`src/rtl/button_event_fsm_pkg.sv`:
```
// button_event_fsm_pkg: shared FSM state type, default limits and sizing helper
package button_event_fsm_pkg;
  typedef enum logic [1:0] {LOCKOUT = 2'd0, IDLE = 2'd1, PRESSED = 2'd2, LONG = 2'd3} state_e;
  localparam int DEF_LONG_PRESS_LIMIT = 12500000;
  localparam int DEF_REPEAT_LIMIT = 2500000;
  function automatic int max_int(input int a, input int b);
    return a > b ? a : b;
  endfunction
endpackage

```
`src/rtl/button_event_fsm_if.sv`:
```
// button_event_fsm_if: button level plus the rise/fall pulses derived from it
interface button_event_fsm_if;
  logic sw;
  logic rise;
  logic fall;
  modport master (input sw, output rise, output fall);
  modport slave (output sw, input rise, input fall);
endinterface

```
`src/rtl/button_edge_det.sv`:
```
// button_edge_det: rise/fall pulses of the button level against its registered previous sample
module button_edge_det (
  input logic i_Clk,
  input logic i_Rst_n,
  button_event_fsm_if.master ev
);
  logic prev_q, prev_d;
  always_comb prev_d = ev.sw;
  always_ff @(posedge i_Clk) prev_q <= !i_Rst_n ? 1'b0 : prev_d;
  assign ev.rise = ev.sw & ~prev_q;
  assign ev.fall = ~ev.sw & prev_q;
endmodule

```
`src/rtl/button_event_fsm.sv`:
```
// button_event_fsm: press/release/long/held/step events from a debounced button
// AUTO_REPEAT_EN defined: o_Step repeats every c_REPEAT_LIMIT cycles while in LONG.
module button_event_fsm
  import button_event_fsm_pkg::*;
#(
  parameter int c_LONG_PRESS_LIMIT = DEF_LONG_PRESS_LIMIT,
  parameter int c_REPEAT_LIMIT = DEF_REPEAT_LIMIT
) (
  input  logic i_Clk,
  input  logic i_Rst_n,
  input  logic i_Switch,
  output logic o_Press,
  output logic o_Release,
  output logic o_Long,
  output logic o_Held,
  output logic o_Step
);
  localparam int CW = $clog2(max_int(c_LONG_PRESS_LIMIT, c_REPEAT_LIMIT) + 1);
  button_event_fsm_if ev ();
  assign ev.sw = i_Switch;
  button_edge_det u_edge (.i_Clk(i_Clk), .i_Rst_n(i_Rst_n), .ev(ev));
  state_e state_q, state_d;
  logic [CW-1:0] cnt_q, cnt_d;
  logic press_q, press_d, rel_q, rel_d, long_q, long_d, held_q, held_d, step_q, step_d;
  // IDLE is only entered after a low sample and PRESSED/LONG after a high one,
  // so the edge pulses are exactly the level changes each state cares about.
  always_comb begin
    state_d = state_q;
    cnt_d = cnt_q;
    press_d = 1'b0;
    rel_d = 1'b0;
    long_d = 1'b0;
    step_d = 1'b0;
    case (state_q)
      LOCKOUT: state_d = !ev.sw ? IDLE : LOCKOUT;
      IDLE: if (ev.rise) begin
        state_d = PRESSED;
        press_d = 1'b1;
        step_d = 1'b1;
        cnt_d = '0;
      end
      PRESSED: if (ev.fall) begin
        state_d = IDLE;
        rel_d = 1'b1;
        cnt_d = '0;
      end else if (cnt_q == CW'(c_LONG_PRESS_LIMIT - 1)) begin
        state_d = LONG;
        long_d = 1'b1;
        cnt_d = '0;
      end else cnt_d = cnt_q + CW'(1);
      LONG: if (ev.fall) begin
        state_d = IDLE;
        rel_d = 1'b1;
        cnt_d = '0;
      end else begin
`ifdef AUTO_REPEAT_EN
        step_d = cnt_q == CW'(c_REPEAT_LIMIT - 1);
        cnt_d = step_d ? '0 : cnt_q + CW'(1);
`else
        cnt_d = '0;
`endif
      end
      default: state_d = LOCKOUT;
    endcase
    held_d = state_d == PRESSED || state_d == LONG;
  end
  always_ff @(posedge i_Clk) begin
    if (!i_Rst_n) begin
      state_q <= LOCKOUT;
      cnt_q <= '0;
      press_q <= 1'b0;
      rel_q <= 1'b0;
      long_q <= 1'b0;
      held_q <= 1'b0;
      step_q <= 1'b0;
    end else begin
      state_q <= state_d;
      cnt_q <= cnt_d;
      press_q <= press_d;
      rel_q <= rel_d;
      long_q <= long_d;
      held_q <= held_d;
      step_q <= step_d;
    end
  end
  assign o_Press = press_q;
  assign o_Release = rel_q;
  assign o_Long = long_q;
  assign o_Held = held_q;
  assign o_Step = step_q;
endmodule
```
`config.mk`:
```
export PLATFORM = sky130hd
export DESIGN_NAME = button_event_fsm
export DESIGN_NICKNAME = d
export VERILOG_FILES = /design/src/rtl/button_event_fsm_pkg.sv /design/src/rtl/button_event_fsm_if.sv /design/src/rtl/button_edge_det.sv /design/src/rtl/button_event_fsm.sv
export SDC_FILE = /design/constraint.sdc
export NUM_CORES = 1
export LEC_CHECK = 0
export CAP_MARGIN = 10
export CORE_ASPECT_RATIO = 1.75
export CORE_MARGIN = 2
export CORE_UTILIZATION = 45
export CTS_BUF_LIST = sky130_fd_sc_hd__clkbuf_4
export CTS_CLUSTER_DIAMETER = 120
export DETAILED_ROUTE_END_ITERATION = 12
export PLACE_DENSITY = 0.65
export SLEW_MARGIN = 20
export SYNTH_ARGS = -nofsm -noshare
export SYNTH_HDL_FRONTEND = slang
export SYNTH_HIERARCHICAL = 1
export SYNTH_SLANG_ARGS = --single-unit
```
`constraint.sdc`:
```
create_clock -name i_Clk -period 2.6 [get_ports i_Clk]
set_input_delay 0.26 -clock i_Clk [delete_from_list [all_inputs] [get_ports i_Clk]]
set_output_delay 0.26 -clock i_Clk [all_outputs]
set_load 0.05 [all_outputs]
```
==> impl_metrics.env, run 1 <==
export IMPL_rsz0062_at_grt="no"
export IMPL_layout_commonest_cell="dfxtp_1"
export IMPL_ctsRootBufferMaster="clkbuf_4"
export IMPL_finalSetupTns_ns=0
export IMPL_ys_warnings_count=6
export IMPL_syn_num_nets=182
export IMPL_drt_initial_drc_count=24
export IMPL_yosysTopAreaCell="dfxtp_1"
export IMPL_cts_hold_buf=0
export IMPL_crit_slowest_cell="dfxtp_1"
export IMPL_syn_inst=178
export IMPL_criticalPathCategory="flop to flop"
export IMPL_hold_class="flop to flop"
export IMPL_maxCapViolations=0
export IMPL_synth_area_top_cells="dfxtp_1, a21oi_1, nand3_1"
export IMPL_synth_top_cell_area_share_pct=38.8
export IMPL_first_pass_iters=4
export IMPL_start_kind="flop"
export IMPL_finalWirelength_um=3420
export IMPL_place_congestion=0.857
export IMPL_via_per_inst=5.97
export IMPL_final_core_util_pct=50.7
export IMPL_peakVddDrop_mv=0.406
export IMPL_ys_types=44
export IMPL_ys_seq_elements=30
export IMPL_grt_max_degree=40
export IMPL_drv_slew=0
export IMPL_grt_usage_pct=20.1
export IMPL_post_route_cell_area_um2=1690
export IMPL_core_area_um2=3330
export IMPL_reg2reg_slack_ns=0.48
export IMPL_drc=0
export IMPL_r2r_start="cnt_q[1]"
export IMPL_clk_latency_ns=0.34
export IMPL_diodes=0
export IMPL_fp_dieW_um=48.3
export IMPL_ant_nets=0
export IMPL_grt_pass1_wl_um=6110
export IMPL_arrival_ns=2.36
export IMPL_vias=1372
export IMPL_syn_area_um2=1550
export IMPL_clk_pin_slew_ns=0.09
export IMPL_gr_total_overflow=0
export IMPL_postSynthAreaPerCell_um2=8.70
export IMPL_htree_levels=2
export IMPL_ff_latch_area_um2=601
export IMPL_path_cells="ha_1, nand3_1, nor4_4, a21oi_2, buf_12, a21o_1, a22o_1"
export IMPL_fp_dieH_um=81.6
export IMPL_io_pins=8
export IMPL_place_area_um2=1640
export IMPL_multi_input_area_um2=866
export IMPL_finalSetupViolCount=0
export IMPL_cts_made_buffers=5
export IMPL_p_leak_nw=0.619
export IMPL_relSlewSlack_pct=48.3
export IMPL_cts_sinks=30
export IMPL_min_to="cnt_q[14]"
export IMPL_ys_seq_area_share_pct=38.8
export IMPL_antenna_found_initial=0
export IMPL_worst_r2r_path_depth=7
export IMPL_post_cts_buffers=0
export IMPL_reg2reg_to="cnt_q[11]"
export IMPL_cts_tree="yes"
export IMPL_hold_viol=0
export IMPL_n_fill_cell=326
export IMPL_skew_ns=0.00823
export IMPL_outcome="completed"
export IMPL_numPortBuffers=7
export IMPL_max_stage_delay_ns=0.44
export IMPL_num_rows=28
export IMPL_syn2layout_area_growth_pct=9.05
export IMPL_finalCritPeriodShare_pct=81.6
export IMPL_cp_num_buf_inv=1
export IMPL_final_cell_mix="dfxtp_1, nand3_1, a21oi_1"
export IMPL_nets=189
export IMPL_hold_depth=1
export IMPL_grt_pass1_vias=1340
export IMPL_die_area_um2=3940
export IMPL_initial_core_util_pct=46.5
export IMPL_path_max_fanout=39
export IMPL_max_freq_mhz=471
export IMPL_cts_resized=0
export IMPL_period_minus_slack_ns=2.12
export IMPL_cp_end_kind="flop"
export IMPL_powerDensity_nw_per_um2=480
export IMPL_worstMarginPinSlew_ns=0.775
export IMPL_hpwl_um=2490
export IMPL_clock_path_buffers=2
export IMPL_crit_family="simple AND/OR/NAND/NOR gates"
export IMPL_route_detailed_wl_per_inst_um=14.9
export IMPL_drive_above_1_share_pct=7.57
export IMPL_required_ns=2.84
export IMPL_hp_start="cnt_q[14]"
## state kept, by name (all words and copies together) (netlist names)
signal,cells
cnt_q,24
o_Held,1
o_Long,1
o_Release,1
o_Step,1
state_q,1
u_edge/prev_q,1
## kinds of logic (layout without fill, tap and decap cells)
logic type / after synthesis / in the layout / synth area share (%)
xor+xnor: 3 / 3 / 1.70
flops: 30 / 30 / 38.8
compound gates: 51 / 51 / 22.2
mux: 3 / 3 / 1.94
buf+inv: 14 / 21 / 5.25
simple gates: 76 / 76 / 29.3
fa+ha+maj: 1 / 1 / 0.808
## through the flow
step / hold slack [ns] / setup slack, ns / total power, mW / instances
floorplan: 0.382 / 0.724 / 0.528 / 178
global placement: 0.469 / 0.461 / 0.543 / 223
CTS: 0.504 / 0.489 / 0.816 / 230
detailed placement: 0.480 / 0.350 / 0.545 / 223
finish: 0.499 / 0.478 / 0.810 / 230
global route: 0.536 / 0.324 / 0.840 / 230
## metal layers
layer | track usage (%) | vias to the layer above | wire (um)
met5 | 0 | - | 0
met4 | 11.4 | 0 | 101
met3 | 4.36 | 8 | 119
met2 | 38.5 | 25 | 1830
met1 | 20.0 | 650 | 1370
li1 | - | 689 | -
## power breakdown
part,internal [mW],switching (mW),leakage (nW)
clock,0.123,0.152,0.0322
combinational,0.0231,0.0405,0.345
sequential,0.464,0.00685,0.242
total,0.610,0.200,0.619
## final cells by class
type	count	share of cell area (%)
clock buffers	7	3.11
multi-input cells	134	51.3
repair buffers	8	5.34
flip-flops and latches	30	35.6
inverters	6	1.33
well taps	45	3.34
## synth_stat cells
cell	count
nor4_4	2
nor2b_1	4
a21oi_2	1
o32ai_1	1
o21ai_1	3
nand3_1	18
inv_1	6
nor4bb_1	1
clkbuf_1	2
nor4b_1	1
a21oi_1	18
a21o_1	2
nand2b_1	2
and4_1	3
nand3_2	1
buf_6	3
a21boi_0	1
and2_1	2
nor2_1	6
nand3b_1	1
xnor2_1	2
o31ai_1	1
o21ai_0	1
nand4_1	7
a41oi_1	4
mux2i_1	3
dfxtp_1	30
and2_0	1
a22oi_2	1
a2111oi_2	1
a22oi_1	1
a32oi_1	1
or2_1	1
nand2_1	13
ha_1	1
o22ai_1	1
xor2_1	1
and3_1	12
o211ai_1	1
a31oi_1	8
buf_4	1
nor3_1	1
buf_2	2
a22o_1	5
## worst max-delay path by stage
stage	from	endpoint	slack (ns)	depth (start not counted)
finish	cnt_q[1]	cnt_q[11]	0.48	7
global route	cnt_q[0]	cnt_q[11]	0.32	7
CTS	cnt_q[1]	cnt_q[16]	0.49	7
detailed placement	i_Switch	cnt_q[16]	0.35	6
global placement	i_Switch	cnt_q[16]	0.46	6
floorplan	cnt_q[0]	cnt_q[16]	0.72	7
Power figures use the tool's default switching activity.
==> inputs of run 2 (changes only) <==
==> constraint.sdc (replaced) <==
create_clock -name i_Clk -period 2.2 [get_ports i_Clk]
set_input_delay 0.22 -clock i_Clk [delete_from_list [all_inputs] [get_ports i_Clk]]
set_output_delay 0.22 -clock i_Clk [all_outputs]
set_load 0.05 [all_outputs]
==> impl_metrics.env, run 2 (synthesized netlist as in run 1, its figures left out) <==
export IMPL_hpwl_um=2550
export IMPL_reg2reg_slack_ns=0.19
export IMPL_cts_sinks=30
export IMPL_htree_levels=2
export IMPL_hold_viol=0
export IMPL_cts_hold_buf=0
export IMPL_max_stage_delay_ns=0.55
export IMPL_peakVddDrop_mv=0.390
export IMPL_period_minus_slack_ns=2.01
export IMPL_p_total_uw=972
export IMPL_hold_class="flop to flop"
export IMPL_crit_slowest_cell="a2111oi_2"
export IMPL_drt_initial_drc_count=40
export IMPL_cts_tree="yes"
export IMPL_drive_above_1_share_pct=10.0
export IMPL_max_freq_mhz=499
export IMPL_via_per_inst=6.00
export IMPL_finalWirelength_um=3500
export IMPL_final_cells=235
export IMPL_finalSetupTns_ns=0
export IMPL_drv_slew=0
export IMPL_fp_dieH_um=81.6
export IMPL_layout_commonest_cell="dfxtp_1"
export IMPL_syn2layout_area_growth_pct=11.5
export IMPL_path_max_fanout=5
export IMPL_outcome="completed"
export IMPL_regMostFlops="cnt_q"
export IMPL_io_pins=8
export IMPL_largest_reg_flops=24
export IMPL_core_area_um2=3330
export IMPL_place_inst=228
export IMPL_antenna_found_initial=0
export IMPL_grt_usage_pct=20.2
export IMPL_place_congestion=0.834
export IMPL_diodes=0
export IMPL_first_pass_iters=4
export IMPL_rsz0062_at_grt="no"
export IMPL_skew_ns=0.00458
export IMPL_fp_dieW_um=48.3
export IMPL_p_leak_nw=0.645
export IMPL_powerDensity_nw_per_um2=563
export IMPL_num_rows=28
export IMPL_finalCritPeriodShare_pct=91.2
export IMPL_start_kind="flop"
export IMPL_path_cells="ha_1, nand3_1, nor4_4, buf_4, a2111oi_2, o32ai_1, and2_1"
export IMPL_vias=1410
export IMPL_clk_pin_slew_ns=0.09
export IMPL_nets=194
export IMPL_finalSetupViolCount=0
export IMPL_arrival_ns=2.24
export IMPL_maxCapViolations=0
export IMPL_cp_end_kind="flop"
export IMPL_clk_latency_ns=0.34
export IMPL_final_cell_mix="dfxtp_1, nand3_1, a21oi_1"
export IMPL_cts_made_buffers=5
export IMPL_grt_max_degree=40
export IMPL_relSlewSlack_pct=64.8
export IMPL_final_core_util_pct=51.8
export IMPL_cts_resized=0
export IMPL_die_area_um2=3940
export IMPL_initial_core_util_pct=46.5
export IMPL_drc=0
export IMPL_layout_setup_ws_ns=0.194
export IMPL_criticalPathCategory="flop to flop"
export IMPL_ctsRootBufferMaster="clkbuf_4"
export IMPL_dp_slack_ns=0.167
export IMPL_grt_pass1_wl_um=6160
export IMPL_ant_nets=0
export IMPL_required_ns=2.43
export IMPL_route_detailed_wl_per_inst_um=14.9
export IMPL_post_cts_buffers=0
export IMPL_clock_path_buffers=2
export IMPL_grt_pass1_vias=1361
export IMPL_worstMarginPinSlew_ns=0.527
export IMPL_gr_total_overflow=0
export IMPL_numPortBuffers=7
## run 2: cell types whose count changed in the layout (fill, tap and decap cells not counted), sizes merged
cell  previous run  this run
buf              1         6
## run 2: where the power goes
group	switching (mW)	internal, mW	leakage [nW]
logic	0.0508	0.0318	0.371
clock network	0.188	0.145	0.0322
registers	0.00748	0.549	0.242
total	0.247	0.726	0.645
## run 2: final cells by class
| cell class | count | area [um^2] |
|---|---|---|
| Fill cell | 321 | 1600 |
| Multi-Input combinational cell | 134 | 866 |
| Sequential cell | 30 | 601 |
| Timing Repair Buffer | 13 | 128 |
| Tap cell | 45 | 56.3 |
| Clock buffer | 7 | 52.6 |
| Inverter | 6 | 22.5 |
## run 2: final timing paths
check,from,to,cells past startpoint
worst max-delay path,cnt_q[0],state_q[0],7
worst min-delay path,cnt_q[13],cnt_q[13],1
worst max register to register,cnt_q[0],state_q[0],7
worst min register to register,cnt_q[13],cnt_q[13],1
## run 2: critical path: cells and delay by family (launching register included)
kind / cells / cell delay [ns]
AND/OR/NAND/NOR: 3 / 0.45
buffers and inverters: 1 / 0.15
adder cells (fa/ha/maj): 1 / 0.26
AO/OA/AOI/OAI: 2 / 0.72
flip-flops: 1 / 0.32
## run 2: per-stage QoR
step	cell area, um^2	hold slack [ns]
final	1730	0.500
after global routing	1730	0.545
after CTS	1730	0.498
after detailed placement	1670	0.472
after global placement	1670	0.462
after floorplan	1550	0.342
## run 2: metal layers
layer	global-route usage (%)	share of wire [%]	up-vias	wire length, um
li1	-	-	700	-
met1	19.6	38	662	1340
met2	38.6	55	39	1920
met3	4.18	4.1	9	143
met4	12.9	2.9	0	102
met5	0	0	-	0
==> inputs of run 3 (changes only) <==
--- a/config.mk
+++ b/config.mk
@@ -12,7 +12,9 @@
 export CTS_BUF_LIST = sky130_fd_sc_hd__clkbuf_4
 export CTS_CLUSTER_DIAMETER = 120
 export DETAILED_ROUTE_END_ITERATION = 12
+export HOLD_SLACK_MARGIN = 0.12
 export PLACE_DENSITY = 0.65
+export RECOVER_POWER = 25
 export SLEW_MARGIN = 20
 export SYNTH_ARGS = -nofsm -noshare
 export SYNTH_HDL_FRONTEND = slang
==> impl_metrics.env, run 3 (synthesized netlist as in run 1, its figures left out) <==
export IMPL_outcome="completed"
export IMPL_via_per_inst=5.96
export IMPL_grt_usage_pct=20.2
export IMPL_die_area_um2=3940
export IMPL_gr_total_overflow=0
export IMPL_drc=0
export IMPL_ff_latch_area_um2=601
export IMPL_multi_input_area_um2=851
export IMPL_io_pins=8
export IMPL_cts_resized=0
export IMPL_hpwl_um=2550
export IMPL_place_inst=228
export IMPL_finalSetupViolCount=0
export IMPL_peakVddDrop_mv=0.391
export IMPL_place_congestion=0.834
export IMPL_drt_initial_drc_count=52
export IMPL_rsz0062_at_grt="no"
export IMPL_clk_latency_ns=0.33
export IMPL_cts_sinks=30
export IMPL_layout_commonest_cell="dfxtp_1"
export IMPL_fp_dieW_um=48.3
export IMPL_largest_reg_flops=24
export IMPL_cts_hold_buf=0
export IMPL_vias=1401
export IMPL_place_area_um2=1670
export IMPL_finalSetupTns_ns=0
export IMPL_n_fill_cell=322
export IMPL_cp_end_kind="flop"
export IMPL_finalWirelength_um=3500
export IMPL_crit_slowest_cell="nor4_1"
export IMPL_cts_made_buffers=5
export IMPL_max_stage_delay_ns=0.47
export IMPL_diodes=0
export IMPL_final_cells=235
export IMPL_fp_dieH_um=81.6
export IMPL_numPortBuffers=7
export IMPL_clk_pin_slew_ns=0.09
export IMPL_period_minus_slack_ns=2.03
export IMPL_grt_pass1_wl_um=6160
export IMPL_num_rows=28
export IMPL_grt_max_degree=40
export IMPL_ctsRootBufferMaster="clkbuf_4"
export IMPL_p_leak_nw=0.636
export IMPL_criticalPathCategory="flop to flop"
export IMPL_first_pass_iters=4
export IMPL_initial_core_util_pct=46.5
export IMPL_post_cts_buffers=0
export IMPL_antenna_found_initial=0
export IMPL_clock_path_buffers=2
export IMPL_drv_slew=0
export IMPL_path_cells="ha_1, nand3_1, nor4_1, a21oi_2, buf_12, a21o_1, a22o_1"
export IMPL_hold_viol=0
export IMPL_maxCapViolations=0
export IMPL_core_area_um2=3330
export IMPL_route_detailed_wl_per_inst_um=14.9
export IMPL_powerDensity_nw_per_um2=569
export IMPL_skew_ns=0.00400
export IMPL_start_kind="flop"
export IMPL_post_route_cell_area_um2=1710
export IMPL_drive_above_1_share_pct=8.95
export IMPL_htree_levels=2
export IMPL_reg2reg_slack_ns=0.17
export IMPL_regMostFlops="cnt_q"
export IMPL_relSlewSlack_pct=64.2
export IMPL_nets=194
export IMPL_ant_nets=0
export IMPL_grt_pass1_vias=1361
export IMPL_cts_tree="yes"
export IMPL_required_ns=2.44
export IMPL_arrival_ns=2.27
export IMPL_p_total_uw=971
export IMPL_syn2layout_area_growth_pct=10.3
export IMPL_final_cell_mix="dfxtp_1, nand3_1, a21oi_1"
export IMPL_worstMarginPinSlew_ns=0.535
export IMPL_hold_class="flop to flop"
export IMPL_max_freq_mhz=492
export IMPL_path_max_fanout=39
export IMPL_finalCritPeriodShare_pct=92.3
-- run 3: cell count changes in the layout (fill, tap and decap cells not counted) --
cell / before / now
nor4_4: 2 / 1
buf_4: 5 / 4
nor4_1: 0 / 1
clkbuf_1: 0 / 1
clkdlybuf4s50_1: 7 / 3
dlygate4sd3_1: 0 / 4
-- run 3: worst max-delay path, delay by kind of cell, from the launching register on --
family | cells | cell delay, ns
and+or+nand+nor | 2 | 0.62
adders and majority gates | 1 | 0.25
DFF | 1 | 0.35
buffers and inverters | 1 | 0.19
AOI/OAI and AO/OA | 3 | 0.51
-- run 3: where the power goes --
part	total, mW	internal, mW	switching, mW	leakage, nW
sequential	0.556	0.549	0.00740	0.242
combinational	0.0812	0.0303	0.0509	0.361
clock	0.333	0.145	0.188	0.0322
total	0.971	0.724	0.247	0.636
-- run 3: routing by layer --
layer | share of wire, % | GRT usage [%] | wire [um]
met1 | 39 | 19.6 | 1370
met5 | 0 | 0 | 0
met4 | 2.6 | 12.9 | 91
met2 | 56 | 38.6 | 1950
met3 | 2.7 | 4.18 | 96
-- run 3: area by class of cell --
class / count / area share (%)
multi-input cells: 134 / 49.9
flip-flops and latches: 30 / 35.2
repair buffers: 13 / 7.26
well taps: 45 / 3.30
clock buffers: 7 / 3.08
inverters: 6 / 1.32
-- run 3: path summary, 6_finish.rpt --
check / start / endpoint / cells after the start
worst max-delay path: cnt_q[1] / cnt_q[16] / 7
worst min-delay path: cnt_q[13] / cnt_q[13] / 1
worst max register to register: cnt_q[1] / cnt_q[16] / 7
worst min register to register: cnt_q[13] / cnt_q[13] / 1
-- run 3: metrics by stage --
stage	hold WS (ns)	setup slack [ns]	util, %
finish	0.498	0.169	51.3
global route	0.545	0.0503	51.3
CTS	0.498	0.193	51.8
detailed placement	0.472	0.167	50.3
global placement	0.462	0.246	50.3
floorplan	0.342	0.324	-
